$ cat src/rtl/gf_sbox_pipe.sv
// Three-stage pipelined AES S-box (four byte lanes) on composite-field GF(((2^2)^2)^2) arithmetic.
// Define GF_SBOX_INV_EN to add the per-word `inv` input that selects InvSubBytes.
module gf_sbox_pipe #(
    parameter int LANES = 4,
    parameter int TAG_W = 2
) (
    input  logic                 clk,
    input  logic                 rst,
    input  logic                 in_valid,
    output logic                 in_ready,
    input  logic [8*LANES-1:0]   in_data,
    input  logic [TAG_W-1:0]     in_tag,
`ifdef GF_SBOX_INV_EN
    input  logic                 inv,
`endif
    output logic                 out_valid,
    input  logic                 out_ready,
    output logic [8*LANES-1:0]   out_data,
    output logic [TAG_W-1:0]     out_tag,
    output logic                 busy
);

    // A GF(2^4) operand together with the pre-summed terms its multipliers consume.
    typedef struct packed {
        logic [3:0] n;
        logic [1:0] p;
        logic [1:0] b;
        logic       s;
    } gf4_op_t;

    typedef struct packed {
        gf4_op_t h;
        gf4_op_t l;
        gf4_op_t hl;
    } s1_lane_t;

    typedef struct packed {
        gf4_op_t dinv;
        gf4_op_t h;
        gf4_op_t hl;
    } s2_lane_t;

    localparam logic [3:0] LAMBDA = 4'hC;

    function automatic gf4_op_t prep(input logic [3:0] n);
        gf4_op_t r;
        r.n = n;
        r.p = n[3:2] ^ n[1:0];
        r.b = {n[3] ^ n[2], n[1] ^ n[0]};
        r.s = n[3] ^ n[2] ^ n[1] ^ n[0];
        return r;
    endfunction

    // GF(2^2) multiply, x^2+x+1, taking each operand's bit-pair sum precomputed.
    function automatic logic [1:0] gf2_mul(input logic [1:0] a, input logic as,
                                           input logic [1:0] b, input logic bs);
        logic lo;
        lo = a[0] & b[0];
        return {(as & bs) ^ lo, (a[1] & b[1]) ^ lo};
    endfunction

    function automatic logic [3:0] gf4_mul(input gf4_op_t x, input gf4_op_t y);
        logic [1:0] hh, ll, pp;
        hh = gf2_mul(x.n[3:2], x.b[1], y.n[3:2], y.b[1]);
        ll = gf2_mul(x.n[1:0], x.b[0], y.n[1:0], y.b[0]);
        pp = gf2_mul(x.p, x.s, y.p, y.s);
        return {pp ^ ll, {hh[1] ^ hh[0], hh[1]} ^ ll};
    endfunction

    // Exhaustive search reduces to a 16-entry table; 0 finds no match and maps to 0.
    function automatic logic [3:0] gf4_inv(input logic [3:0] d);
        logic [3:0] r;
        r = 4'h0;
        for (int j = 1; j < 16; j++) begin
            if (gf4_mul(prep(d), prep(4'(j))) == 4'h1) r = 4'(j);
        end
        return r;
    endfunction

    function automatic logic [7:0] iso(input logic [7:0] q);
        return {q[7] ^ q[5],
                q[7] ^ q[6] ^ q[4] ^ q[3] ^ q[2] ^ q[1],
                q[7] ^ q[5] ^ q[3] ^ q[2],
                q[7] ^ q[5] ^ q[3] ^ q[2] ^ q[1],
                q[7] ^ q[6] ^ q[2] ^ q[1],
                q[7] ^ q[4] ^ q[3] ^ q[2] ^ q[1],
                q[6] ^ q[4] ^ q[1],
                q[6] ^ q[1] ^ q[0]};
    endfunction

    function automatic logic [7:0] iso_inv(input logic [7:0] q);
        return {q[7] ^ q[6] ^ q[5] ^ q[1],
                q[6] ^ q[2],
                q[6] ^ q[5] ^ q[1],
                q[6] ^ q[5] ^ q[4] ^ q[2] ^ q[1],
                q[5] ^ q[4] ^ q[3] ^ q[2] ^ q[1],
                q[7] ^ q[4] ^ q[3] ^ q[2] ^ q[1],
                q[5] ^ q[4],
                q[6] ^ q[5] ^ q[4] ^ q[2] ^ q[0]};
    endfunction

    function automatic logic [7:0] affine(input logic [7:0] x);
        return x ^ {x[6:0], x[7]} ^ {x[5:0], x[7:6]} ^ {x[4:0], x[7:5]}
                 ^ {x[3:0], x[7:4]} ^ 8'h63;
    endfunction

`ifdef GF_SBOX_INV_EN
    function automatic logic [7:0] inv_affine(input logic [7:0] b);
        logic [7:0] x;
        x = b ^ 8'h63;
        return {x[6:0], x[7]} ^ {x[4:0], x[7:5]} ^ {x[1:0], x[7:2]};
    endfunction
`endif

    function automatic s1_lane_t stage1(input logic [7:0] x);
        s1_lane_t r;
        logic [7:0] m;
        m    = iso(x);
        r.h  = prep(m[7:4]);
        r.l  = prep(m[3:0]);
        r.hl = prep(m[7:4] ^ m[3:0]);
        return r;
    endfunction

    function automatic s2_lane_t stage2(input s1_lane_t a);
        s2_lane_t r;
        logic [3:0] d;
        d      = gf4_mul(prep(gf4_mul(a.h, a.h)), prep(LAMBDA)) ^ gf4_mul(a.hl, a.l);
        r.dinv = prep(gf4_inv(d));
        r.h    = a.h;
        r.hl   = a.hl;
        return r;
    endfunction

    function automatic logic [7:0] stage3(input s2_lane_t a);
        return iso_inv({gf4_mul(a.h, a.dinv), gf4_mul(a.hl, a.dinv)});
    endfunction

    logic                      v1, v2, v3;
    logic                      adv1, adv2, adv3;
    s1_lane_t [LANES-1:0]      s1_q, s1_d;
    s2_lane_t [LANES-1:0]      s2_q, s2_d;
    logic [8*LANES-1:0]        s3_q, s3_d;
    logic [TAG_W-1:0]          t1, t2, t3;
`ifdef GF_SBOX_INV_EN
    logic                      inv1, inv2;
`endif

    // A stage may move whenever the stage after it is empty or moving, so bubbles collapse.
    assign adv3      = !v3 || out_ready;
    assign adv2      = !v2 || adv3;
    assign adv1      = !v1 || adv2;
    assign in_ready  = adv1;
    assign out_valid = v3;
    assign out_data  = s3_q;
    assign out_tag   = t3;
    assign busy      = v1 | v2 | v3;

    always_comb begin
        s1_d = '0;
        s2_d = '0;
        s3_d = '0;
        for (int k = 0; k < LANES; k++) begin
`ifdef GF_SBOX_INV_EN
            s1_d[k] = stage1(inv ? inv_affine(in_data[8*k +: 8]) : in_data[8*k +: 8]);
            s3_d[8*k +: 8] = inv2 ? stage3(s2_q[k]) : affine(stage3(s2_q[k]));
`else
            s1_d[k] = stage1(in_data[8*k +: 8]);
            s3_d[8*k +: 8] = affine(stage3(s2_q[k]));
`endif
            s2_d[k] = stage2(s1_q[k]);
        end
    end

    // Payload only loads with a valid word, so a collapsed bubble leaves stale data untouched.
    always_ff @(posedge clk or posedge rst) begin
        if (rst) begin
            v1   <= 1'b0;
            v2   <= 1'b0;
            v3   <= 1'b0;
            s1_q <= '0;
            s2_q <= '0;
            s3_q <= '0;
            t1   <= '0;
            t2   <= '0;
            t3   <= '0;
`ifdef GF_SBOX_INV_EN
            inv1 <= 1'b0;
            inv2 <= 1'b0;
`endif
        end else begin
            if (adv1) begin
                v1 <= in_valid;
                if (in_valid) begin
                    s1_q <= s1_d;
                    t1   <= in_tag;
`ifdef GF_SBOX_INV_EN
                    inv1 <= inv;
`endif
                end
            end
            if (adv2) begin
                v2 <= v1;
                if (v1) begin
                    s2_q <= s2_d;
                    t2   <= t1;
`ifdef GF_SBOX_INV_EN
                    inv2 <= inv1;
`endif
                end
            end
            if (adv3) begin
                v3 <= v2;
                if (v2) begin
                    s3_q <= s3_d;
                    t3   <= t2;
                end
            end
        end
    end

endmodule

$ cat config.mk
export PLATFORM = sky130hd
export DESIGN_NAME = gf_sbox_pipe
export DESIGN_NICKNAME = d
export VERILOG_FILES = /design/src/rtl/gf_sbox_pipe.sv
export SDC_FILE = /design/constraint.sdc
export NUM_CORES = 1
export LEC_CHECK = 0
export BUFFER_PORTS_ARGS = -buffer_cell sky130_fd_sc_hd__buf_4
export CAP_MARGIN = 20
export CELL_PAD_IN_SITES_DETAIL_PLACEMENT = 1
export CELL_PAD_IN_SITES_GLOBAL_PLACEMENT = 2
export CORE_UTILIZATION = 36
export CTS_CLUSTER_DIAMETER = 40
export CTS_CLUSTER_SIZE = 30
export DETAILED_ROUTE_END_ITERATION = 7
export PLACE_DENSITY_LB_ADDON = 0.1
export SYNTH_ARGS = -nofsm -noshare
export SYNTH_HDL_FRONTEND = slang
export SYNTH_SLANG_ARGS = --single-unit
$ cat constraint.sdc
create_clock -name clk -period 8.9 [get_ports clk]
set_input_delay 1.335 -clock clk [delete_from_list [all_inputs] [get_ports clk]]
set_output_delay 1.335 -clock clk [all_outputs]
set_load 0.05 [all_outputs]
==> flow_metrics.tcl <==
set metrics [dict create \
    initial_core_util_pct 36.71 \
    crit_path_start_kind "flip-flop" \
    min_path_cells 2 \
    ys.flop_type "dfrtp_1" \
    hold_violations 0 \
    cap_violations 0 \
    io_pins 75 \
    cts-root-buf "clkbuf_16" \
    min_from "s2_q[10]" \
    worstSetupEndpointType "flip-flop" \
    dp.cells 2317 \
    drc 0 \
    worst_pin_slew_ns 1.048 \
    dieWidth_um 212.3 \
    io_buffers 74 \
    gp_routability_congestion 0.8488 \
    post_cts.repair.setup_buffers 0 \
    fin_crit_sh_pct 53.18 \
    hpwl_mm 29.51 \
    dr.pass1.iters 4 \
    post_cts_resized 0 \
    synth_edf_count 0 \
    path_max_fanout 14 \
    rows 76 \
    setup_violations 0 \
    reg2reg_depth 11 \
    core_um2 43360 \
    synth_fp_nets 1801 \
    reg2reg_slack_ns 4.17 \
    synth_warnings 0 \
    vias_per_cell 4.831 \
    nNetsFinal 1860 \
    drive_above_1_share_pct 14.28 \
    rsz0062_at_grt "no" \
    grt_usage_pct 19.26 \
    synth-seq-area-share_pct 40.40 \
    ys_types 77 \
    fmax_mhz 211.3 \
    synth-seq-cells 257 \
    via_count 11660 \
    min_period_ns 4.733 \
    clk_transition_reported_paths_ns 0.05 \
    grt_pass1_vias 12490 \
    grt_pass1_wl_mm 68.96 \
    crit_type "flip-flop to flip-flop" \
    synth_top_cell_by_area "dfrtp_1" \
    die_h_um 212.3 \
    cts_tree "yes" \
    netlist_top_cells_area "dfrtp_1 (40%), xnor2_1 (13%), nand2_1 (12%), xor2_1 (5.8%), o21ai_0 (4.2%)" \
    synth_top_area_share_pct 40.40 \
    wl_per_cell_um 17.04 \
    gr-total-overflow 0 \
    clkLatencyLatePin_ns 0.57 \
    status "finished, final reports clean" \
    drv_slew 0 \
    syn_inst 1727 \
    required_ns 9.35 \
    post_synth.cell_area_avg_um2 9.218 \
    r2r-start "s1_q[21]" \
    antenna_found_initial 0 \
    routed_wl_mm 41.11 \
    cts_sinks 257 \
    numCtsBuffers 52 \
    hold_end "s2_q[10]" \
    synthArstFlopShare_pct 100.0 \
    worst_hold_slack_ns 0.4713 \
    setup_tns_ns 0 \
    htree_levels 2 \
    timing.rr.end "s2_q[21]" \
    synthToLayoutAreaGrowth_pct 19.01 \
    max_slew_margin_pct 30.16 \
    diodes 0 \
    crit_arrival_ns 5.19 \
    drtIter0Drc 344 \
    finalNonFillerCells 2413 \
    grt_max_degree 168 \
    hold_class "flip-flop to flip-flop" \
    clockBufferDepth 3 \
    skew_ns 0.01530 \
    postRouteAntennaNets 0 \
    dieArea_um2 45060 \
    synth_area_um2 15920 \
    hold_buffers 0 \
]
-- logic make-up (layout without fill, tap and decap cells) --
family / Yosys count / count (layout) / share of synthesized area (%)
and+or+nand+nor: 665 / 665 / 17.66
muxes: 55 / 55 / 3.843
buffers and inverters: 106 / 207 / 2.570
xor gates and xnor gates: 376 / 376 / 23.75
adders and majority gates: 36 / 36 / 2.830
AOI/OAI and AO/OA: 232 / 232 / 8.944
DFF: 257 / 257 / 40.40
-- critical path: stages, from the launching register on --
cell and delay (ns):
dfrtp_1 0.44, xnor2_1 0.35, xor3_1 0.39, xor3_1 0.56, inv_1 0.18, ha_1 0.52
xnor3_1 0.50, mux2i_1 0.16, a221oi_1 0.55, nand2_1 0.13, a2111oi_2 0.45, mux2_2 0.38
-- cell type report --
class | count | area, um2
sequential | 257 | 6431
inverter | 30 | 126.4
clock buffer | 58 | 1375
timing repair buffer | 81 | 620.6
tap | 585 | 732.0
clock inverter | 38 | 561.8
fill | 5022 | 24420
multi-input combinational | 1364 | 9099
-- worst max path at each step --
stage                  start           to  slack, ns
floorplan                rst  out_data[0]       0.49
global placement    s1_q[86]     s2_q[99]       4.32
detailed placement  s1_q[21]     s2_q[21]       4.23
CTS                 s1_q[21]     s2_q[21]       4.21
global route        s1_q[21]     s2_q[21]       3.85
finish              s1_q[21]     s2_q[21]       4.17
-- cell usage in the layout, fill, tap and decap left out, drive strengths merged, types with 3 or more instances in the layout --
cell,n
a211oi,4
a21boi,6
a21o,3
a21oi,17
a311oi,3
a31oi,13
and3,8
and4,5
buf,81
bufinv,13
clkbuf,58
clkinv,13
clkinvlp,8
dfrtp,257
ha,36
inv,34
mux2,40
mux2i,15
nand2,502
nand2b,10
nand3,22
nand3b,3
nand4,14
nor2,36
nor2b,12
nor3,19
nor3b,4
nor4,8
o21a,10
o21ai,145
o31ai,7
or2,5
or3,4
or3b,3
or4,7
xnor2,239
xnor3,23
xor2,107
xor3,7
-- flip-flops by register name (all words and copies together) (netlist names) --
signal / flops
out_data: 32
out_tag: 2
out_valid: 1
s1_q: 108
s2_q: 108
t1: 2
t2: 2
v1: 1
v2: 1
-- routing by layer --
layer / track usage [%] / vias to the layer above / part of all wire, %
met4: 4.887 / 0 / 2.0
met2: 31.37 / 154 / 46
met5: 0 / - / 0
met1: 26.52 / 5612 / 48
met3: 3.176 / 63 / 3.2
li1: - / 5829 / -
-- cell usage after synthesis (4+ instances only) --
library cell	n
inv_1	23
o21ai_1	9
nor3b_1	4
nand2_1	502
or4_1	7
ha_1	36
xnor2_2	7
buf_2	4
mux2i_1	14
or2_2	4
a31oi_1	12
a211oi_1	4
xor3_1	5
clkbuf_1	65
nand2b_1	10
inv_2	4
nor4_1	7
nand4_1	14
a21oi_1	15
and4_1	5
or3_1	4
xnor2_1	232
o31ai_1	6
dfrtp_1	257
xnor3_1	20
mux2_2	38
o21ai_0	135
nand3_1	22
nor2b_1	12
o21a_1	10
nor2_1	35
nor3_1	19
and3_1	8
buf_1	7
xor2_1	106
-- stage by stage --
step | util [%] | cell area (um2) | setup WS, ns
after floorplan | - | 15920 | 0.4949
after global placement | 39.23 | 17010 | 4.322
after detailed placement | 39.23 | 17010 | 4.235
after CTS | 43.69 | 18950 | 4.214
after global routing | 43.69 | 18950 | 3.853
final | 43.69 | 18950 | 4.167
Power is left out: the tool's default activity adds up to more than one toggle a clock period on the data nets, which glitch-free logic cannot reach.
